[src/rtl/clock_divider_bank.sv]
// Bank of independent programmable clock dividers, each run-time loadable with a
// divide value and an output mode (square-wave toggle or one-cycle pulse).
module clock_divider_bank #(
  parameter int                CHANNELS    = 4,
  parameter int                WIDTH       = 24,
  parameter logic [WIDTH-1:0]  DEFAULT_DIV = {WIDTH{1'b1}},
  localparam int               CHW         = (CHANNELS > 1) ? $clog2(CHANNELS) : 1
) (
  input  logic                clock_i,
  input  logic                reset_i,
  input  logic                en_i,
  input  logic                load_valid_i,
  output logic                load_ready_o,
  input  logic [CHW-1:0]      load_ch_i,
  input  logic [WIDTH-1:0]    load_div_i,
  input  logic                load_mode_i,
  output logic [CHANNELS-1:0] slow_o,
  output logic                load_err_o
);

  localparam int unsigned NumCh = CHANNELS;

  logic                busyQ;
  logic                errQ;
  logic [WIDTH-1:0]    countQ [CHANNELS];
  logic [WIDTH-1:0]    countD [CHANNELS];
  logic [WIDTH-1:0]    divQ   [CHANNELS];
  logic [WIDTH-1:0]    divD   [CHANNELS];
  logic [CHANNELS-1:0] modeQ, modeD;
  logic [CHANNELS-1:0] slowQ, slowD;
  logic                loadFire;
  logic                chInRange;

  // Ready drops for the single cycle after each accepted load, and during reset.
  assign load_ready_o = ~busyQ & ~reset_i;
  assign loadFire     = load_valid_i & load_ready_o;
  assign chInRange    = 32'(load_ch_i) < NumCh;
  assign slow_o       = slowQ;
  assign load_err_o   = errQ;

  // A load to a channel overrides its terminal event on the same edge.
  always_comb begin
    for (int i = 0; i < CHANNELS; i++) begin
      countD[i] = countQ[i];
      divD[i]   = divQ[i];
      modeD[i]  = modeQ[i];
      slowD[i]  = slowQ[i];
      if (loadFire && chInRange && (load_ch_i == CHW'(i))) begin
        countD[i] = '0;
        divD[i]   = load_div_i;
        modeD[i]  = load_mode_i;
        slowD[i]  = 1'b0;
      end else if (en_i) begin
        if (countQ[i] == divQ[i]) begin
          countD[i] = '0;
          slowD[i]  = modeQ[i] ? 1'b1 : ~slowQ[i];
        end else begin
          countD[i] = countQ[i] + WIDTH'(1);
          slowD[i]  = modeQ[i] ? 1'b0 : slowQ[i];
        end
      end else if (modeQ[i]) begin
        slowD[i] = 1'b0;
      end
    end
  end

  always_ff @(posedge clock_i or posedge reset_i) begin
    if (reset_i) begin
      busyQ <= 1'b0;
      errQ  <= 1'b0;
      modeQ <= '0;
      slowQ <= '0;
      for (int i = 0; i < CHANNELS; i++) begin
        countQ[i] <= '0;
        divQ[i]   <= DEFAULT_DIV;
      end
    end else begin
      busyQ  <= loadFire;
      errQ   <= loadFire & ~chInRange;
      modeQ  <= modeD;
      slowQ  <= slowD;
      countQ <= countD;
      divQ   <= divD;
    end
  end

endmodule

[config.mk]
export PLATFORM = sky130hd
export DESIGN_NAME = clock_divider_bank
export DESIGN_NICKNAME = d
export VERILOG_FILES = /design/src/rtl/clock_divider_bank.sv
export SDC_FILE = /design/constraint.sdc
export NUM_CORES = 1
export LEC_CHECK = 0
export BUFFER_PORTS_ARGS = -buffer_cell sky130_fd_sc_hd__buf_2
export CAP_MARGIN = 40
export CELL_PAD_IN_SITES_DETAIL_PLACEMENT = 0
export CELL_PAD_IN_SITES_GLOBAL_PLACEMENT = 1
export CORE_ASPECT_RATIO = 0.5
export CORE_MARGIN = 5
export CORE_UTILIZATION = 40
export CTS_BUF_LIST = sky130_fd_sc_hd__clkbuf_8
export CTS_CLUSTER_DIAMETER = 150
export DETAILED_ROUTE_END_ITERATION = 8
export GPL_ROUTABILITY_DRIVEN = 0
export PLACE_DENSITY = 0.63
export SKIP_CTS_REPAIR_TIMING = 1
export SLEW_MARGIN = 5
export SYNTH_ARGS = -nofsm -noshare
export SYNTH_HDL_FRONTEND = slang
export SYNTH_SLANG_ARGS = --single-unit
[constraint.sdc]
create_clock -name clock_i -period 9.7 [get_ports clock_i]
set_clock_uncertainty 0.15 [all_clocks]
set_input_delay 1.94 -clock clock_i [delete_from_list [all_inputs] [get_ports clock_i]]
set_output_delay 1.94 -clock clock_i [all_outputs]
set_load 0.05 [all_outputs]
# Word level (Yosys, flattened, before mapping)
# Cells that the tools add are included.
[word_totals]
register_bits = 201
input_bits = 31
wordCells = 74
[classes]
add_sub_neg = 4
eq_ne = 7
mux = 32
bitwise_logic = 8
reduce_logical = 9
[op_table]
columns = ["cell", "n"]
rows = [
  ["two-way mux 24 bit", 12],
  ["adder 24 x 1 -> 24 bit, second input constant", 4],
  ["== test 24 bit", 4],
  ["two-way mux 1 bit", 20],
  ["nonzero test 2 bit", 4],
  ["NOT 1 bit", 6],
  ["== test 2 bit, second input constant", 2],
  ["logical AND 1 bit", 4],
  ["bitwise AND 1 bit", 2],
  ["== test 2 x 1 -> 1 bit, second input constant", 1],
  ["logical NOT 2 bit", 1],
]

# Depth between registers and ports, before layout
# Gate-level depths: netlist (run 1).
[logic_depth]
ltp_word = 5
ltp_mapped = 7

# Worst setup path after synthesis (run 1)
# OpenSTA, ideal clock, no wires.
[synth_timing]
path_type = "input-to-output"
start = "input reset_i"
end = "output load_ready_o"
t_arrival_ps = 2633
path_slack_ps = 4977
path_stages = 1
n_path_buf = 0
path_cell_list = "nor2_1"
[synth_via]
elab_chain_cells = 2
[synth_lines]
columns = ["element", "line", "rtl"]
rows = [
  ["start: declaration", "10", "input logic reset_i,"],
  ["NOT 1 bit", "35", "assign load_ready_o = ~busyQ & ~reset_i;"],
  ["bitwise AND 1 bit", "35", ""],
  ["end: declaration", "13", "output logic load_ready_o,"],
]
# Every way passes these cells.

# Final worst setup path (run 1)
# Ends and elaborated chain as after synthesis.

==> results of run 1 <==
[final cells by class]
type	instances	share of cell area [%]
multi-input cells	634	42.3
repair buffers	51	2.95
inverters	8	0.328
well taps	344	3.76
flip-flops and latches	201	45.0
diodes	2	0.0438
clock buffers	42	5.05
clock inverters	15	0.503
[worst paths after layout]
kind                          start      endpoint  slack (ps)  cells past startpoint
setup / recovery            reset_i  load_ready_o        5050                      3
hold / removal             modeQ[2]      modeQ[2]         370                      1
setup reg to reg           divQ[43]     slow_o[2]        7130                      5
hold reg to reg            modeQ[2]      modeQ[2]         370                      1
max in group asynchronous   reset_i      divQ[56]        7170                      4
min in group asynchronous   reset_i     countQ[0]        1230                      2
[placed cells by master (no fill, tap or decap), types with 4 or more instances in the layout]
master / count
buf_2: 37
inv_1: 20
and4_1: 7
xnor2_1: 14
nand3_1: 44
and3_1: 12
mux2_2: 102
xor2_1: 171
nor2_1: 34
dfstp_2: 96
nor3_2: 13
clkbuf_8: 42
dfrtp_1: 105
a21oi_1: 9
o211ai_1: 8
buf_4: 11
ha_1: 4
nand2_1: 39
nor4_1: 27
nand4_1: 42
nor3_1: 68
[layer usage]
metal  share of wire [%]  vias to the layer above  routed length (um)
met5                   0                        -                   0
met4                 1.9                        0                 501
met3                 4.2                       37                1120
met2                  43                      111               11500
met1                  50                     3469               13300
li1                    -                     3223                   -
[where the power goes]
group / internal, mW / switching, mW / total [mW]
combinational: 0.205 / 0.204 / 0.410
sequential: 1.05 / 0.148 / 1.20
clock: 0.383 / 0.336 / 0.719
total: 1.64 / 0.688 / 2.33
[registers in the layout, summed over array words and instances (netlist names)]
register  flops
busyQ         1
slow_o        4
countQ       96
modeQ         4
divQ         96
[worst max-delay path: stages]
cell    delay [ps]
buf_2          160
nor2_1         160
buf_2          290
[logic make-up (layout without fill, tap and decap cells)]
family | Yosys count | in the layout | synth area share [%]
AO/OA/AOI/OAI | 32 | 32 | 2.46
XOR/XNOR | 185 | 185 | 15.8
adder cells (fa/ha/maj) | 4 | 4 | 0.488
buffers and inverters | 51 | 116 | 2.82
flip-flops | 201 | 201 | 50.2
multiplexers | 102 | 102 | 11.2
other | 1 | 3 | 0.0366
AND/OR/NAND/NOR | 310 | 310 | 17.0
==> flow_summary.toml, run 1 <==
[synth]
ys_top_cells_by_area = "dfrtp_1 26%, dfstp_2 25%, xor2_1 15%, mux2_2 11%, nor3_1 3.3%"
synthCells = 886
yosysMostFrequentCell = "xor2_1"
ys_warn_count = 0
syn_nets = 921
yosysUniqueCellTypes = 52
syn_avg_cell_area_um2 = 11.6
synth_top_area_share_pct = 25.6
synth_edf_count = 0
synth_top_area_cell = "dfrtp_1"
ys.flop_type = "dfrtp_1"
yosysSeqAreaShare_pct = 50.2
synthArstFlopShare_pct = 100
netlist_area_mm2 = 0.0103
ys_ff_latch = 201
synthTopCellsByCount = "171 x xor2_1, 105 x dfrtp_1, 102 x mux2_2"

[detailed_routing]
drc = 0
ant_nets = 0
initialDrtViolationCount = 387
vias = 6840
wirelength_mm = 26.4
routedWlPerCell_um = 20.3
first_pass_iters = 4
routed_via_density = 5.27

[timing]
setup_viol = 0
post-route-min-period_ps = 4650
drv_slew = 0
slew_headroom_pct = 50.6
rsz0062_at_grt = "no"
hold_slack_ps = 366
fmax_ghz = 0.215
setup_tns_ps = 0
worstMarginPinSlew_ps = 735
fin_crit_sh_pct = 47.9
hold_viol_final = 0
setup_slack_ps = 5050

[worst_setup_path]
crit_path_max_fanout = 7
crit_arrival_ps = 2560
cp-start-kind = "input pin"
critical_path_class = "in2out"
cp.required_ps = 7610
crit_path_end_kind = "output port"

[floorplanning]
die_w_um = 236
initial_core_util_pct = 40.6
num_rows = 41
core_area_mm2 = 0.0252
die_y_um = 123
pin_count = 37
die_area_mm2 = 0.0291

[grt]
met3_usage_pct = 3.41
antenna_found_initial = 7
grt_max_degree = 102
grt-ovfl-total = 0
grt_pass1_vias = 6839
gr-usage-met1_pct = 28.1
grtUsageTotal_pct = 18.4
top_usage_layer = "met1"
gr-usage-met2_pct = 27.3
grt_pass1_wl_mm = 41.4

[clock_tree]
htree_num_levels = 1
clkSlewWorstSetupHoldPaths_ps = 60
cts_sinks = 201
numCtsBuffers = 31
cts_tree = "yes"
root_buffer = "clkbuf_8"
clock_latency_ps = 570
clockBufferDepth = 3

[finish]
final.fill_count = 2381
area_growth_pct = 11.5
nets = 962
seq_area_mm2 = 0.00515
multi_input_area_mm2 = 0.00484
drive_gt1_share_pct = 33.9
fin_util_pct = 45.3
layoutNonFillerInstCount = 1297
stdcell_area_mm2 = 0.0114

[placement]
place_inst = 1238
hpwl_mm = 17.6
dp_slack_ps = 5060
port_buffers = 35
place_area_mm2 = 0.0108

[outcome]
status = "finished, final reports clean"

[power_and_ir_drop]
peakVddDrop_uv = 89.0
p_leak_nw = 4.99
totalPowerFinal_mw = 2.33
power_per_cell_area_mw_per_mm2 = 204

[run]
cap_viol_max_count = 0

[min_path]
hold_class = "reg2reg"
Power figures use the tool's default switching activity.
==> inputs of run 2 (changes only) <==
ABC_AREA = 1   (was unset)
PLACE_DENSITY = 0.7   (was 0.63)
clock period = 4.7 ns   (was 9.7 ns; I/O delays follow)
==> flow_summary.toml, run 2 <==
[floorplanning]
core_area_mm2 = 0.0305
die_w_um = 259
pin_count = 37
num_rows = 45
initial_core_util_pct = 40.8
die_y_um = 135
die_area_mm2 = 0.0349

[placement]
dp_slack_ps = 1760
hpwl_mm = 26.3
port_buffers = 35

[synth]
ys_ff_latch = 201
ys_warn_count = 0
synthArstFlopShare_pct = 100
ys.flop_type = "dfrtp_1"
synthCells = 1869
netlist_area_mm2 = 0.0124
yosysMostFrequentCell = "nand2_1"
synth_top_area_cell = "nand2_1"
syn_nets = 1904
ys_top_cells_by_area = "nand2_1 21%, dfrtp_1 21%, dfstp_2 20%, nor2_1 8.4%, inv_1 7.8%"
synth_edf_count = 0
yosysUniqueCellTypes = 31
synthTopCellsByCount = "706 x nand2_1, 278 x nor2_1, 258 x inv_1"
yosysSeqAreaShare_pct = 41.4
syn_avg_cell_area_um2 = 6.65
synth_top_area_share_pct = 21.3

[worst_setup_path]
rr_endpoint = "countQ[37]"
cp.required_ps = 4960
ff2ff_path_depth = 9
cpPeakStageDelay_ps = 690
crit_arrival_ps = 2920
crit_path_start = "divQ[40]"
crit_path_max_fanout = 14
r2r_start = "divQ[40]"
path_buf_inv = 1
crit_path_end_kind = "flip-flop"
cpMaxStageDelayCell = "o21ai_2"
path_depth = 9
path_delay_family = "simple AND/OR/NAND/NOR gates"
path_cells = "inv_1, nand2_1, nand2_1, nor2_1, nand2_1, nor2_1, nand3_1, o21ai_2, nor2_1"
crit_end = "countQ[37]"
critical_path_class = "reg2reg"
rrSetupSlack_ps = 2040
cp-start-kind = "flip-flop"

[power_and_ir_drop]
power_per_cell_area_mw_per_mm2 = 381
totalPowerFinal_mw = 5.21
p_switching_mw = 1.76
p_leak_nw = 6.79
power_frac_comb_pct = 20.9
internal-power_mw = 3.45
clockPowerShare_pct = 32.4
p_seq_share_pct = 46.7
peakVddDrop_uv = 146
p_sw_share_pct = 33.8

[finish]
final.fill_count = 3221
largestRegisters = "countQ x96, divQ x96"
seq_area_mm2 = 0.00515
mostFrequentLayoutCells = "706 x nand2_1, 278 x nor2_1, 263 x inv_1"
area_growth_pct = 9.92
nets = 1930
fin_util_pct = 44.8
multi_input_area_mm2 = 0.00596
drive_gt1_share_pct = 12.3
diodes = 0
layout_commonest_cell = "nand2_1"

[grt]
grt_pass1_vias = 10400
grtUsageTotal_pct = 20.3
grt-ovfl-total = 0
grt_pass1_wl_mm = 56.8
grt_max_degree = 108
antenna_found_initial = 3

[clock_tree]
clkSlewWorstSetupHoldPaths_ps = 70
cts_tree = "yes"
clock_latency_ps = 550
root_buffer = "clkbuf_8"
htree_num_levels = 2
numCtsBuffers = 34
clockBufferDepth = 3
cts_sinks = 201

[timing]
worstMarginPinSlew_ps = 798
setup_slack_ps = 2040
slew_headroom_pct = 46.8
hold_viol_final = 0
drv_slew = 0
setup_viol = 0
fmax_ghz = 0.376
setup_tns_ps = 0
fin_crit_sh_pct = 56.6
post-route-min-period_ps = 2660
rsz0062_at_grt = "no"

[detailed_routing]
initialDrtViolationCount = 797
drc = 0
routedWlPerCell_um = 15.0
first_pass_iters = 6
wirelength_mm = 35.3
routed_via_density = 4.75
vias = 11100
ant_nets = 0

[outcome]
status = "finished, final reports clean"

[min_path]
hold_class = "reg2reg"

[run]
cap_viol_max_count = 0
[run 2: final cells by class]
type / count / area share [%]
Multi-Input combinational cell: 1338 / 43.6
Clock buffer: 47 / 4.74
Clock inverter: 15 / 0.559
Timing Repair Buffer: 45 / 1.92
Tap cell: 423 / 3.87
Sequential cell: 201 / 37.7
Inverter: 275 / 7.58
[run 2: per-stage QoR]
stage	hold WS (ps)	cell area (um2)	std cells
3_5_place_dp	328	12900	2282
6_report	339	13700	2344
2_1_floorplan	304	12400	1869
5_1_grt	368	13700	2344
3_3_place_gp	317	12900	2282
4_1_cts	344	13700	2344
[run 2: cells by family (layout without fill, tap and decap cells)]
kind of cell / count (synthesis) / after routing / share of synthesized area (%)
AND/OR/NAND/NOR: 1124 / 1124 / 36.4
buffers and inverters: 330 / 382 / 10.6
flip-flops: 201 / 201 / 41.4
AO/OA/AOI/OAI: 128 / 128 / 5.40
XOR/XNOR: 81 / 81 / 5.71
adder cells (fa/ha/maj): 4 / 4 / 0.403
other: 1 / 1 / 0.0302
[run 2: power groups by stage]
stage / Sequential (mW) / Clock (mW) / Combinational, mW
6_report: 2.43 / 1.69 / 1.09
5_1_grt: 2.48 / 1.85 / 1.27
4_1_cts: 2.44 / 1.75 / 1.10
3_5_place_dp: 2.46 / 0 / 1.10
3_3_place_gp: 2.45 / 0 / 1.07
2_1_floorplan: 2.32 / 0 / 0.930
[run 2: tightest hold or removal path, stage by stage (launching register included)]
cell and delay, ps:
dfrtp_1 350, nand2_1 50, o21ai_0 60
[run 2: worst min path at each step]
| stage | start | endpoint | slack, ps | depth (start not counted) |
|---|---|---|---|---|
| floorplan | modeQ[0] | modeQ[0] | 300 | 2 |
| global placement | modeQ[1] | modeQ[1] | 320 | 2 |
| detailed placement | modeQ[1] | modeQ[1] | 330 | 2 |
| CTS | modeQ[1] | modeQ[1] | 340 | 2 |
| global route | modeQ[2] | modeQ[2] | 370 | 2 |
| finish | modeQ[1] | modeQ[1] | 340 | 2 |
[run 2: layer usage]
layer  part of all wire (%)  vias to the layer above  GRT usage, %
met5                      0                        -             0
met4                    1.9                        0          4.51
met3                    4.5                       42          3.36
met2                     44                      181          32.3
met1                     50                     5194          29.5
li1                       -                     5712             -
